<file path="src/rtl/ex_muldiv_unit_pkg.sv">
// Shared encodings and helpers for the EX-stage multiply/divide unit.
package ex_muldiv_unit_pkg;

  localparam int unsigned MD_OP_W = 2;

  typedef enum logic [MD_OP_W-1:0] {
    MD_OP_MULT  = 2'b00,
    MD_OP_MULTU = 2'b01,
    MD_OP_DIV   = 2'b10,
    MD_OP_DIVU  = 2'b11
  } md_op_e;

  typedef enum logic [1:0] {
    MD_ST_IDLE = 2'b00,
    MD_ST_MUL  = 2'b01,
    MD_ST_DIV  = 2'b10,
    MD_ST_DONE = 2'b11
  } md_state_e;

  function automatic logic md_is_div(input md_op_e op);
    return op[1];
  endfunction

  function automatic logic md_is_signed(input md_op_e op);
    return ~op[0];
  endfunction

endpackage

</file>
<file path="src/rtl/ex_muldiv_unit_if.sv">
// EX-stage request/response bundle between the pipeline and the mul/div unit.
interface ex_muldiv_unit_if #(
  parameter int unsigned WIDTH = 32
);
  import ex_muldiv_unit_pkg::*;

  logic               flush;
  logic               start;
  logic [MD_OP_W-1:0] op;
  logic [WIDTH-1:0]   src_a;
  logic [WIDTH-1:0]   src_b;
  logic               stallreq;
  logic               busy;
  logic               result_valid;
  logic               div_by_zero;
  logic [WIDTH-1:0]   hi_o;
  logic [WIDTH-1:0]   lo_o;

  modport master (
    output flush, start, op, src_a, src_b,
    input  stallreq, busy, result_valid, div_by_zero, hi_o, lo_o
  );

  modport slave (
    input  flush, start, op, src_a, src_b,
    output stallreq, busy, result_valid, div_by_zero, hi_o, lo_o
  );

endinterface

</file>
<file path="src/rtl/ex_muldiv_unit_div_iter.sv">
// Restoring unsigned divider core: one quotient bit per cycle, first bit on the load edge.
module ex_muldiv_unit_div_iter #(
  parameter int unsigned WIDTH = 32
) (
  input  logic             clk,
  input  logic             rst,
  input  logic             load,
  input  logic [WIDTH-1:0] a,
  input  logic [WIDTH-1:0] b,
  output logic             done,
  output logic [WIDTH-1:0] quot,
  output logic [WIDTH-1:0] rem
);
  localparam int unsigned CNT_W = $clog2(WIDTH + 1);

  logic [WIDTH-1:0] b_q;
  logic [WIDTH-1:0] cur_rem;
  logic [WIDTH-1:0] cur_quo;
  logic [WIDTH-1:0] cur_b;
  logic [WIDTH-1:0] nxt_rem;
  logic [WIDTH-1:0] nxt_quo;
  logic [WIDTH:0]   shifted;
  logic [WIDTH:0]   diff;
  logic [CNT_W-1:0] cnt_q;
  logic             advance;

  // One restoring step; a borrow out of the trial subtract means keep the shifted remainder.
  always_comb begin
    cur_rem = load ? '0 : rem;
    cur_quo = load ? a  : quot;
    cur_b   = load ? b  : b_q;
    shifted = {cur_rem, cur_quo[WIDTH-1]};
    diff    = shifted - {1'b0, cur_b};
    if (diff[WIDTH]) begin
      nxt_rem = shifted[WIDTH-1:0];
      nxt_quo = {cur_quo[WIDTH-2:0], 1'b0};
    end else begin
      nxt_rem = diff[WIDTH-1:0];
      nxt_quo = {cur_quo[WIDTH-2:0], 1'b1};
    end
    advance = load | (cnt_q != CNT_W'(WIDTH));
  end

  always_ff @(posedge clk or posedge rst) begin
    if (rst) begin
      rem   <= '0;
      quot  <= '0;
      b_q   <= '0;
      cnt_q <= CNT_W'(WIDTH);
      done  <= 1'b0;
    end else if (advance) begin
      rem  <= nxt_rem;
      quot <= nxt_quo;
      if (load) begin
        b_q   <= b;
        cnt_q <= CNT_W'(1);
        done  <= 1'b0;
      end else begin
        cnt_q <= cnt_q + CNT_W'(1);
        done  <= (cnt_q + CNT_W'(1)) == CNT_W'(WIDTH);
      end
    end
  end

endmodule

</file>
<file path="src/rtl/ex_muldiv_unit.sv">
// Multi-cycle MULT/MULTU/DIV/DIVU unit owning HI/LO; stalls EX until the result lands.
module ex_muldiv_unit
  import ex_muldiv_unit_pkg::*;
#(
  parameter int unsigned WIDTH      = 32,
  parameter int unsigned MUL_STAGES = 2
) (
  input  logic            clk,
  input  logic            rst,
  ex_muldiv_unit_if.slave md
);
  localparam int unsigned PROD_W = 2 * WIDTH;
  localparam int unsigned MCNT_W = $clog2(MUL_STAGES + 1);

  md_state_e         state;
  logic [MCNT_W-1:0] mul_cnt;
  logic              neg_q;
  logic              rem_neg_q;
  logic              b_zero_q;
  logic [PROD_W-1:0] mul_chain [MUL_STAGES];
  logic [WIDTH-1:0]  hi_q;
  logic [WIDTH-1:0]  lo_q;
  logic              result_valid_q;
  logic              div_by_zero_q;

  md_op_e            op_in;
  logic              in_signed;
  logic              sign_a;
  logic              sign_b;
  logic              accept;
  logic              div_load;
  logic [WIDTH-1:0]  abs_a;
  logic [WIDTH-1:0]  abs_b;
  logic [WIDTH-1:0]  div_quot;
  logic [WIDTH-1:0]  div_rem;
  logic [WIDTH-1:0]  quot_fix;
  logic [WIDTH-1:0]  rem_fix;
  logic [PROD_W-1:0] prod_mag;
  logic [PROD_W-1:0] prod_fix;
  logic              div_done;

  // Operand magnitudes at issue, sign fix-up applied when HI/LO are written.
  always_comb begin
    op_in     = md_op_e'(md.op);
    in_signed = md_is_signed(op_in);
    sign_a    = in_signed & md.src_a[WIDTH-1];
    sign_b    = in_signed & md.src_b[WIDTH-1];
    abs_a     = sign_a ? -md.src_a : md.src_a;
    abs_b     = sign_b ? -md.src_b : md.src_b;
    accept    = (state == MD_ST_IDLE) & md.start & ~md.flush;
    div_load  = accept & md_is_div(op_in);
    prod_mag  = PROD_W'(abs_a) * PROD_W'(abs_b);
    prod_fix  = neg_q ? -mul_chain[MUL_STAGES-1] : mul_chain[MUL_STAGES-1];
    quot_fix  = neg_q ? -div_quot : div_quot;
    rem_fix   = rem_neg_q ? -div_rem : div_rem;
  end

  ex_muldiv_unit_div_iter #(.WIDTH(WIDTH)) u_div (
    .clk  (clk),
    .rst  (rst),
    .load (div_load),
    .a    (abs_a),
    .b    (abs_b),
    .done (div_done),
    .quot (div_quot),
    .rem  (div_rem)
  );

  // Product pipeline: stage 0 captures at issue, last stage is ready when MUL finishes.
  always_ff @(posedge clk or posedge rst) begin
    if (rst) begin
      for (int i = 0; i < int'(MUL_STAGES); i++) mul_chain[i] <= '0;
    end else begin
      if (accept) mul_chain[0] <= prod_mag;
      for (int i = 1; i < int'(MUL_STAGES); i++) mul_chain[i] <= mul_chain[i-1];
    end
  end

  // Control FSM; flush wins over everything and drops any pending write.
  always_ff @(posedge clk or posedge rst) begin
    if (rst) begin
      state          <= MD_ST_IDLE;
      mul_cnt        <= '0;
      neg_q          <= 1'b0;
      rem_neg_q      <= 1'b0;
      b_zero_q       <= 1'b0;
      hi_q           <= '0;
      lo_q           <= '0;
      result_valid_q <= 1'b0;
      div_by_zero_q  <= 1'b0;
    end else begin
      result_valid_q <= 1'b0;
      div_by_zero_q  <= 1'b0;
      if (md.flush) begin
        state <= MD_ST_IDLE;
      end else begin
        unique case (state)
          MD_ST_IDLE: begin
            if (md.start) begin
              neg_q     <= sign_a ^ sign_b;
              rem_neg_q <= sign_a;
              b_zero_q  <= (md.src_b == '0);
              mul_cnt   <= MCNT_W'(1);
              state     <= md_is_div(op_in) ? MD_ST_DIV : MD_ST_MUL;
            end
          end
          MD_ST_MUL: begin
            if (mul_cnt == MCNT_W'(MUL_STAGES)) begin
              hi_q           <= prod_fix[PROD_W-1:WIDTH];
              lo_q           <= prod_fix[WIDTH-1:0];
              result_valid_q <= 1'b1;
              state          <= MD_ST_DONE;
            end else begin
              mul_cnt <= mul_cnt + MCNT_W'(1);
            end
          end
          MD_ST_DIV: begin
            if (div_done) begin
              hi_q           <= rem_fix;
              lo_q           <= quot_fix;
              result_valid_q <= 1'b1;
              div_by_zero_q  <= b_zero_q;
              state          <= MD_ST_DONE;
            end
          end
          MD_ST_DONE: state <= MD_ST_IDLE;
          default:    state <= MD_ST_IDLE;
        endcase
      end
    end
  end

  assign md.stallreq     = accept | (state == MD_ST_MUL) | (state == MD_ST_DIV);
  assign md.busy         = (state != MD_ST_IDLE);
  assign md.result_valid = result_valid_q;
  assign md.div_by_zero  = div_by_zero_q;
  assign md.hi_o         = hi_q;
  assign md.lo_o         = lo_q;

endmodule

</file>
<file path="src/flat_wrapper.sv">
// flat-port wrapper written by rule: the top's interface ports become plain ports
module ex_muldiv_unit_flat import ex_muldiv_unit_pkg::*;
#(
  parameter int unsigned WIDTH      = 32,
  parameter int unsigned MUL_STAGES = 2
)
  (clk, rst, md_flush, md_start, md_op, md_src_a, md_src_b, md_stallreq, md_busy, md_result_valid, md_div_by_zero, md_hi_o, md_lo_o);
  ex_muldiv_unit_if #(.WIDTH(WIDTH)) md_i ();
  input  logic clk;
  input  logic rst;
  input wire logic [$bits(md_i.flush)-1:0] md_flush;
  input wire logic [$bits(md_i.start)-1:0] md_start;
  input wire logic [$bits(md_i.op)-1:0] md_op;
  input wire logic [$bits(md_i.src_a)-1:0] md_src_a;
  input wire logic [$bits(md_i.src_b)-1:0] md_src_b;
  output wire logic [$bits(md_i.stallreq)-1:0] md_stallreq;
  output wire logic [$bits(md_i.busy)-1:0] md_busy;
  output wire logic [$bits(md_i.result_valid)-1:0] md_result_valid;
  output wire logic [$bits(md_i.div_by_zero)-1:0] md_div_by_zero;
  output wire logic [$bits(md_i.hi_o)-1:0] md_hi_o;
  output wire logic [$bits(md_i.lo_o)-1:0] md_lo_o;
  assign md_i.flush = md_flush;
  assign md_i.start = md_start;
  assign md_i.op = md_op;
  assign md_i.src_a = md_src_a;
  assign md_i.src_b = md_src_b;
  assign md_stallreq = md_i.stallreq;
  assign md_busy = md_i.busy;
  assign md_result_valid = md_i.result_valid;
  assign md_div_by_zero = md_i.div_by_zero;
  assign md_hi_o = md_i.hi_o;
  assign md_lo_o = md_i.lo_o;
  ex_muldiv_unit #(.WIDTH(WIDTH), .MUL_STAGES(MUL_STAGES)) u_core (.clk(clk), .rst(rst), .md(md_i));
endmodule
</file>
<file path="config.mk">
export PLATFORM = sky130hd
export DESIGN_NAME = ex_muldiv_unit_flat
export DESIGN_NICKNAME = d
export VERILOG_FILES = /design/src/rtl/ex_muldiv_unit_pkg.sv /design/src/rtl/ex_muldiv_unit_if.sv /design/src/rtl/ex_muldiv_unit_div_iter.sv /design/src/rtl/ex_muldiv_unit.sv /design/src/flat_wrapper.sv
export SDC_FILE = /design/constraint.sdc
export NUM_CORES = 2
export LEC_CHECK = 0
export CORE_AREA = 2 2 381 383
export CTS_CLUSTER_DIAMETER = 100
export DETAILED_ROUTE_END_ITERATION = 16
export DIE_AREA = 0 0 383 385
export SYNTH_ARGS = -nofsm -noshare
export SYNTH_HDL_FRONTEND = slang
export SYNTH_SLANG_ARGS = --single-unit
</file>
<file path="constraint.sdc">
create_clock -name clk -period 14.2 [get_ports clk]
set_input_delay 2.84 -clock clk [delete_from_list [all_inputs] [get_ports clk]]
set_output_delay 2.84 -clock clk [all_outputs]
set_load 0.005 [all_outputs]
</file>
## Word-level counts from Yosys, hierarchy flattened

Cells that the tools add are included.

| word-level totals | value |
|---|---|
| register bits after elaboration | 304 |

| operators by class | value |
|---|---|
| bitwise operators | 11 |
| multiplexer cells | 34 |
| add/sub/neg operators | 8 |
| reductions and logical operators | 9 |
| multiply operators | 1 |
| eq/ne operators | 13 |

Operator list:

| cell | count |
|---|---|
| two-way mux 32 bit | 12 |
| negation 32 bit | 4 |
| one-hot mux 32 bit (2 select lines) | 2 |
| multiplier 32 x 32 -> 64 bit | 1 |
| two-way mux 64 bit | 1 |
| negation 64 bit | 1 |
| subtractor 33 x 32 -> 33 bit | 1 |
| zero test 32 bit | 1 |
| two-way mux 2 bit | 7 |
| two-way mux 1 bit | 8 |
| one-hot mux 2 bit (4 select lines) | 1 |
| AND reduction 4 bit | 2 |
| adder 6 x 1 -> 6 bit, second input constant | 1 |
| equality test 2 bit, second input constant | 3 |
| equality test 6 bit, second input constant | 1 |
| two-way mux 6 bit | 1 |
| inequality test 2 bit, second input constant | 3 |
| inequality test 3 bit, second input constant | 2 |
| inequality test 6 bit, second input constant | 1 |
| AND reduction 3 bit | 2 |
| nonzero test 2 bit | 3 |
| bitwise AND 1 bit | 5 |
| one-hot mux 2 bit (2 select lines) | 1 |
| inequality test 3 x 2 -> 1 bit, second input constant | 1 |
| other kinds (8) | 11 |

## Depth between registers and ports, before layout

| depth | value |
|---|---|
| depth in word-level cells | 7 |
| mapped depth | 39 |
| depth with buffers taken out | 36 |

## Cells and area by module

From an unflattened synthesis, not the netlist that was laid out.

| second synthesis, totals | value |
|---|---|
| cell total of the unflattened synthesis | 5769 |
| area total of the unflattened synthesis | 50026.7 sq um |

Modules (own cells, without submodules):

| module | cells each | area each (sq um) | times used | seq. area each (sq um) |
|---|---|---|---|---|
| ex_muldiv_unit | 5054 | 43447.9 | 1 | 5029.8 |
| ex_muldiv_unit_div_iter | 715 | 6578.8 | 1 | 2578.7 |

## Worst setup path before layout

OpenSTA, ideal clock, no wires.

| timing path | value |
|---|---|
| path type | input to register |
| start | input md_src_b[0] |
| end | register u_core.mul_chain[120] in the netlist's numbering |
| setup slack | 2325 ps |
| required time | 14076 ps |
| arrival time | 11751 ps |
| stages on the path | 34 |
| path through | inv_1 -> clkbuf_1 -> ha_1 -> nor4b_1 -> inv_1 -> or3_1 -> o31ai_1 -> xor2_1 -> clkbuf_1 -> nor2_1 -> fa_1 -> fa_1 -> fa_1 -> inv_1 -> fa_1 -> inv_1 -> fa_1 -> ha_1 -> fa_1 -> inv_1 -> fa_1 -> inv_1 -> ha_1 -> clkbuf_1 -> and3_1 -> nand4_1 -> or4_1 -> nor3_1 -> a21o_1 -> a31oi_1 -> o41ai_1 -> a2bb2oi_1 -> nor2_1 -> a211o_1 |

| between the ends | value |
|---|---|
| cells in the longest elaborated chain, start to end | 3 |

RTL lines:

| element | RTL line | text |
|---|---|---|
| start, declared | flat_wrapper.sv:15 | `input wire logic [$bits(md_i.src_b)-1:0] md_src_b;` |
| negation 32 bit | ex_muldiv_unit.sv:49 | `abs_b = sign_b ? -md.src_b : md.src_b;` |
| two-way mux 32 bit (*) | ex_muldiv_unit.sv:49 |  |
| multiplier 32 x 32 -> 64 bit (*) | ex_muldiv_unit.sv:52 | `prod_mag = PROD_W'(abs_a) * PROD_W'(abs_b);` |
| end, declared | ex_muldiv_unit.sv:20 | `logic [PROD_W-1:0] mul_chain [MUL_STAGES];` |

Every way passes the cells marked *; elsewhere a longest branch is shown, timed or not.
A chain may end at the register's enable or synchronous reset.

## Worst setup path in the final report

| timing path | value |
|---|---|
| start | input md_src_a[4] |
| end | register u_core.mul_chain[126] in the netlist's numbering |

| between the ends | value |
|---|---|
| cells in the longest elaborated chain, start to end | 3 |

RTL lines:

| element | RTL line | text |
|---|---|---|
| start, declared | flat_wrapper.sv:14 | `input wire logic [$bits(md_i.src_a)-1:0] md_src_a;` |
| negation 32 bit | ex_muldiv_unit.sv:48 | `abs_a = sign_a ? -md.src_a : md.src_a;` |
| two-way mux 32 bit (*) | ex_muldiv_unit.sv:48 |  |
| multiplier 32 x 32 -> 64 bit (*) | ex_muldiv_unit.sv:52 |  |

Marked as above.

==> summary.md <==
| Metric | Value |
|---|---|
| Library cells used by synthesis | 79 |
| Vias per inst | 5.338 |
| Slowest cell on the critical path | xor2_1 |
| RSZ-0062 raised after global routing | false |
| TritonCTS Buffers | 36 |
| RR Endpoint | u_core.u_div.rem[16]$_DFFE_PP0P_ |
| Ys flop type | dfrtp_1 |
| Setup TNS | 0 ns |
| Minimum clock period | 13.18 ns |
| DIE HEIGHT | 385 um |
| # rows | 139 |
| R2R depth | 21 |
| Total I/O pin count | 138 |
| Largest net degree at the start of global routing | 120 |
| Via count | 41,470 |
| Max Cap Violations | 0 |
| Number of global-route vias before repair | 42,250 |
| Final slew viol count | 0 |
| CTS clk-pin slew, worst paths | 0.06 ns |
| Starting Density | 34.78% |
| Antenna Nets Post-Route | 0 |
| DIE WIDTH | 383 um |
| Synth Register Bits | 304 |
| Synthesized cell area | 49,780 um2 |
| Setup crit end kind | flip-flop |
| Hold Buf Count CTS | 0 |
| DRC viols | 0 |
| Hold Path End | u_core.mul_chain[17]$_DFF_PP0_ |
| Mean Syn Cell Area | 8.619 um2 |
| Final Hold Vio Count | 0 |
| Share of async-settable or async-resettable flops after synthesis | 100.0% |
| Status | completed |
| Kind of critical path | input pin to flip-flop |
| Largest stage delay, worst path | 0.82 ns |
| Max Clk Rate | 75.85 MHz |
| Clk_skew | 0.02389 ns |
| Die Area | 147,500 um2 |
| HPWL Detailed | 152.1 mm |
| Worst path buffer plus inverter count | 6 |
| Synth top area cells | fa_1 (36%), dfrtp_1 (15%), ha_1 (7.7%) |
| First-pass GRT wire length | 275.8 mm |
| H-tree levels | 2 |
| GPL Wtd Cong | 1.024 |
| Area occupied by multi-input gates | 37,930 um2 |
| Seq. cell area | 7610 um2 |
| Fill cells | 14,400 |
| Most frequent cell after synthesis | inv_1 |
| Slew HR | 23.18% |
| Top delay family on crit path | adder cells |
| Critical-path maximum fanout | 8 |
| Post-cts resize count | 0 |
| Worst path required time | 14.57 ns |
| Min-Delay Startpoint | u_core.mul_chain[81]$_DFFE_PP0P_ |
| Hold Path Class | flip-flop to flip-flop |
| Leading area contributor after synthesis | fa_1 |
| Least-Margin Pin Slew | 1.147 ns |
| Layout cell share with drive strength beyond 1 | 5.989% |
| EDFF count, synth | 0 |
| GR Overflow Total | 0 |
| Initial antenna violation count | 17 |
| Crit path DAT | 13.56 ns |
| Commonest cells in the synthesized netlist | inv_1 (951), fa_1 (897), nand2_1 (837), nor2_1 (734), ha_1 (307) |
| Clk_lat worst skew | 0.54 ns |
| Iter 0 DRT Violations | 4,217 |
| Area growth, synth to finish | 11.58% |
| Mapped Nets | 7,049 |
| Syn Inst Count | 5,775 |
| R2R Path Start | u_core.state[0]$_DFFE_PP0P_ |
| DR WL/cell | 24.01 um |
| Period Utilization, post-route | 92.84% |
| CTS tree | yes |
| CTS Sinks | 304 |
| Hold path depth | 0 |
| GR Util All Layers | 25.27% |
| Sequential cell area fraction in the yosys report | 15.29% |
| Crit path top cell by count | fa_1 |
| Final setup fails | 0 |
| Yosys warnings | 0 |
| Setup Buffers After CTS | 0 |
| Flop2flop setup slack | 7.02 ns |
| Core ar. | 143,100 um2 |
| Iteration count of the initial detailed-routing pass | 6 |
| IO buf count | 137 |
| Startpoint types | input pin |
| Nets | 7,107 |
| Clock root buffer | clkbuf_16 |
| Post-synth top area share | 36.08% |
| Clk buf depth | 3 |
| Routed Wire Length | 186.5 mm |
## worst register-to-register path: cells and delay by family (launching register included)
family                     cells  cell delay [ns]
AOI/OAI and AO/OA              8             2.85
xor gates and xnor gates       1             0.18
adders and majority gates      2             0.68
buffers and inverters          5             1.59
DFF                            1             0.40
and+or+nand+nor                5             1.39
## logic make-up (layout without fill, tap and decap cells)
logic type,count (synthesis),count (layout),share of synthesized area (%)
buf+inv,1258,1344,9.494
xor+xnor,321,321,5.648
fa+ha+maj,1204,1204,43.79
simple gates,1907,1907,16.09
mux,10,10,0.2313
compound gates,771,771,9.461
other cells,0,5,0
flops,304,304,15.29
## through the flow
stage	instances	worst slack, ns	instance area (um2)	hold WS [ns]	utilization [%]
CTS	7764	1.237	55530	0.3560	38.79
global placement	7698	0.7628	54320	0.3525	37.95
global route	7768	0.8058	55540	0.3669	38.80
finish	7769	1.016	55540	0.3591	38.80
detailed placement	7698	0.7036	54320	0.3579	37.95
floorplan	5775	2.325	49780	0.3461	-
## how the worst max path moves through the flow
stage / startpoint / endpoint / slack [ns] / cells past startpoint
3_3_place_gp: md_src_b[31] / u_core.mul_chain[126]$_DFFE_PP0P_ / 0.76 / 29
3_5_place_dp: md_src_a[0] / u_core.mul_chain[120]$_DFFE_PP0P_ / 0.70 / 30
5_1_grt: md_src_a[4] / u_core.mul_chain[120]$_DFFE_PP0P_ / 0.81 / 31
6_report: md_src_a[4] / u_core.mul_chain[126]$_DFFE_PP0P_ / 1.02 / 33
4_1_cts: md_src_a[0] / u_core.mul_chain[120]$_DFFE_PP0P_ / 1.24 / 30
2_1_floorplan: md_src_b[0] / u_core.mul_chain[120]$_DFFE_PP0P_ / 2.33 / 34
## cell type report
| cell class | count | share of cell area (%) |
|---|---|---|
| Sequential cell | 304 | 13.70 |
| Multi-Input combinational cell | 4213 | 68.30 |
| Timing Repair Buffer | 326 | 5.069 |
| Tap cell | 1903 | 4.287 |
| Clock inverter | 18 | 0.3379 |
| Clock buffer | 48 | 1.832 |
| Antenna cell | 5 | 0.02253 |
| Inverter | 952 | 6.448 |
## layout by cell type, fill, tap and decap left out, drive strengths merged, types with 11 or more instances in the layout
master and instances:
o21ai 268, ha 307, inv 953, o31ai 44
a22oi 19, or2 17, clkdlybuf4s50 137, nor2 734
xnor2 167, nor3 44, nand2 837, dfrtp 303
a21o 60, nor2b 16, a31oi 54, nand3 27
or4 26, and2 46, buf 189, o41ai 32
a211oi 14, and3 21, o21bai 13, nor4 14
clkbuf 48, nand4 38, nand2b 34, or3 34
fa 897, xor2 154, a21oi 184, o211ai 13
o21a 13, clkinv 11
## sequential cells by signal (all words and copies together) (netlist names)
name                    count
u_core.u_div.rem           32
u_core.md.lo_o             32
u_core.state                2
u_core.b_zero_q             1
u_core.neg_q                1
u_core.md.result_valid      1
u_core.mul_cnt              2
u_core.u_div.quot          32
u_core.mul_chain          128
u_core.u_div.b_q           32
u_core.md.hi_o             32
u_core.rem_neg_q            1
u_core.u_div.cnt_q          6
u_core.md.div_by_zero       1
u_core.u_div.done           1
## per-layer routing
layer	vias up	GRT usage [%]	share of wire, %
met1	21040	34.28	41
met5	-	0.6823	0.12
met4	14	9.267	4.3
met2	2057	38.72	44
met3	341	6.618	11
li1	18030	-	-
Power is not shown: default switching activity piles up to over one toggle a cycle in this logic, so the estimate is an artifact.
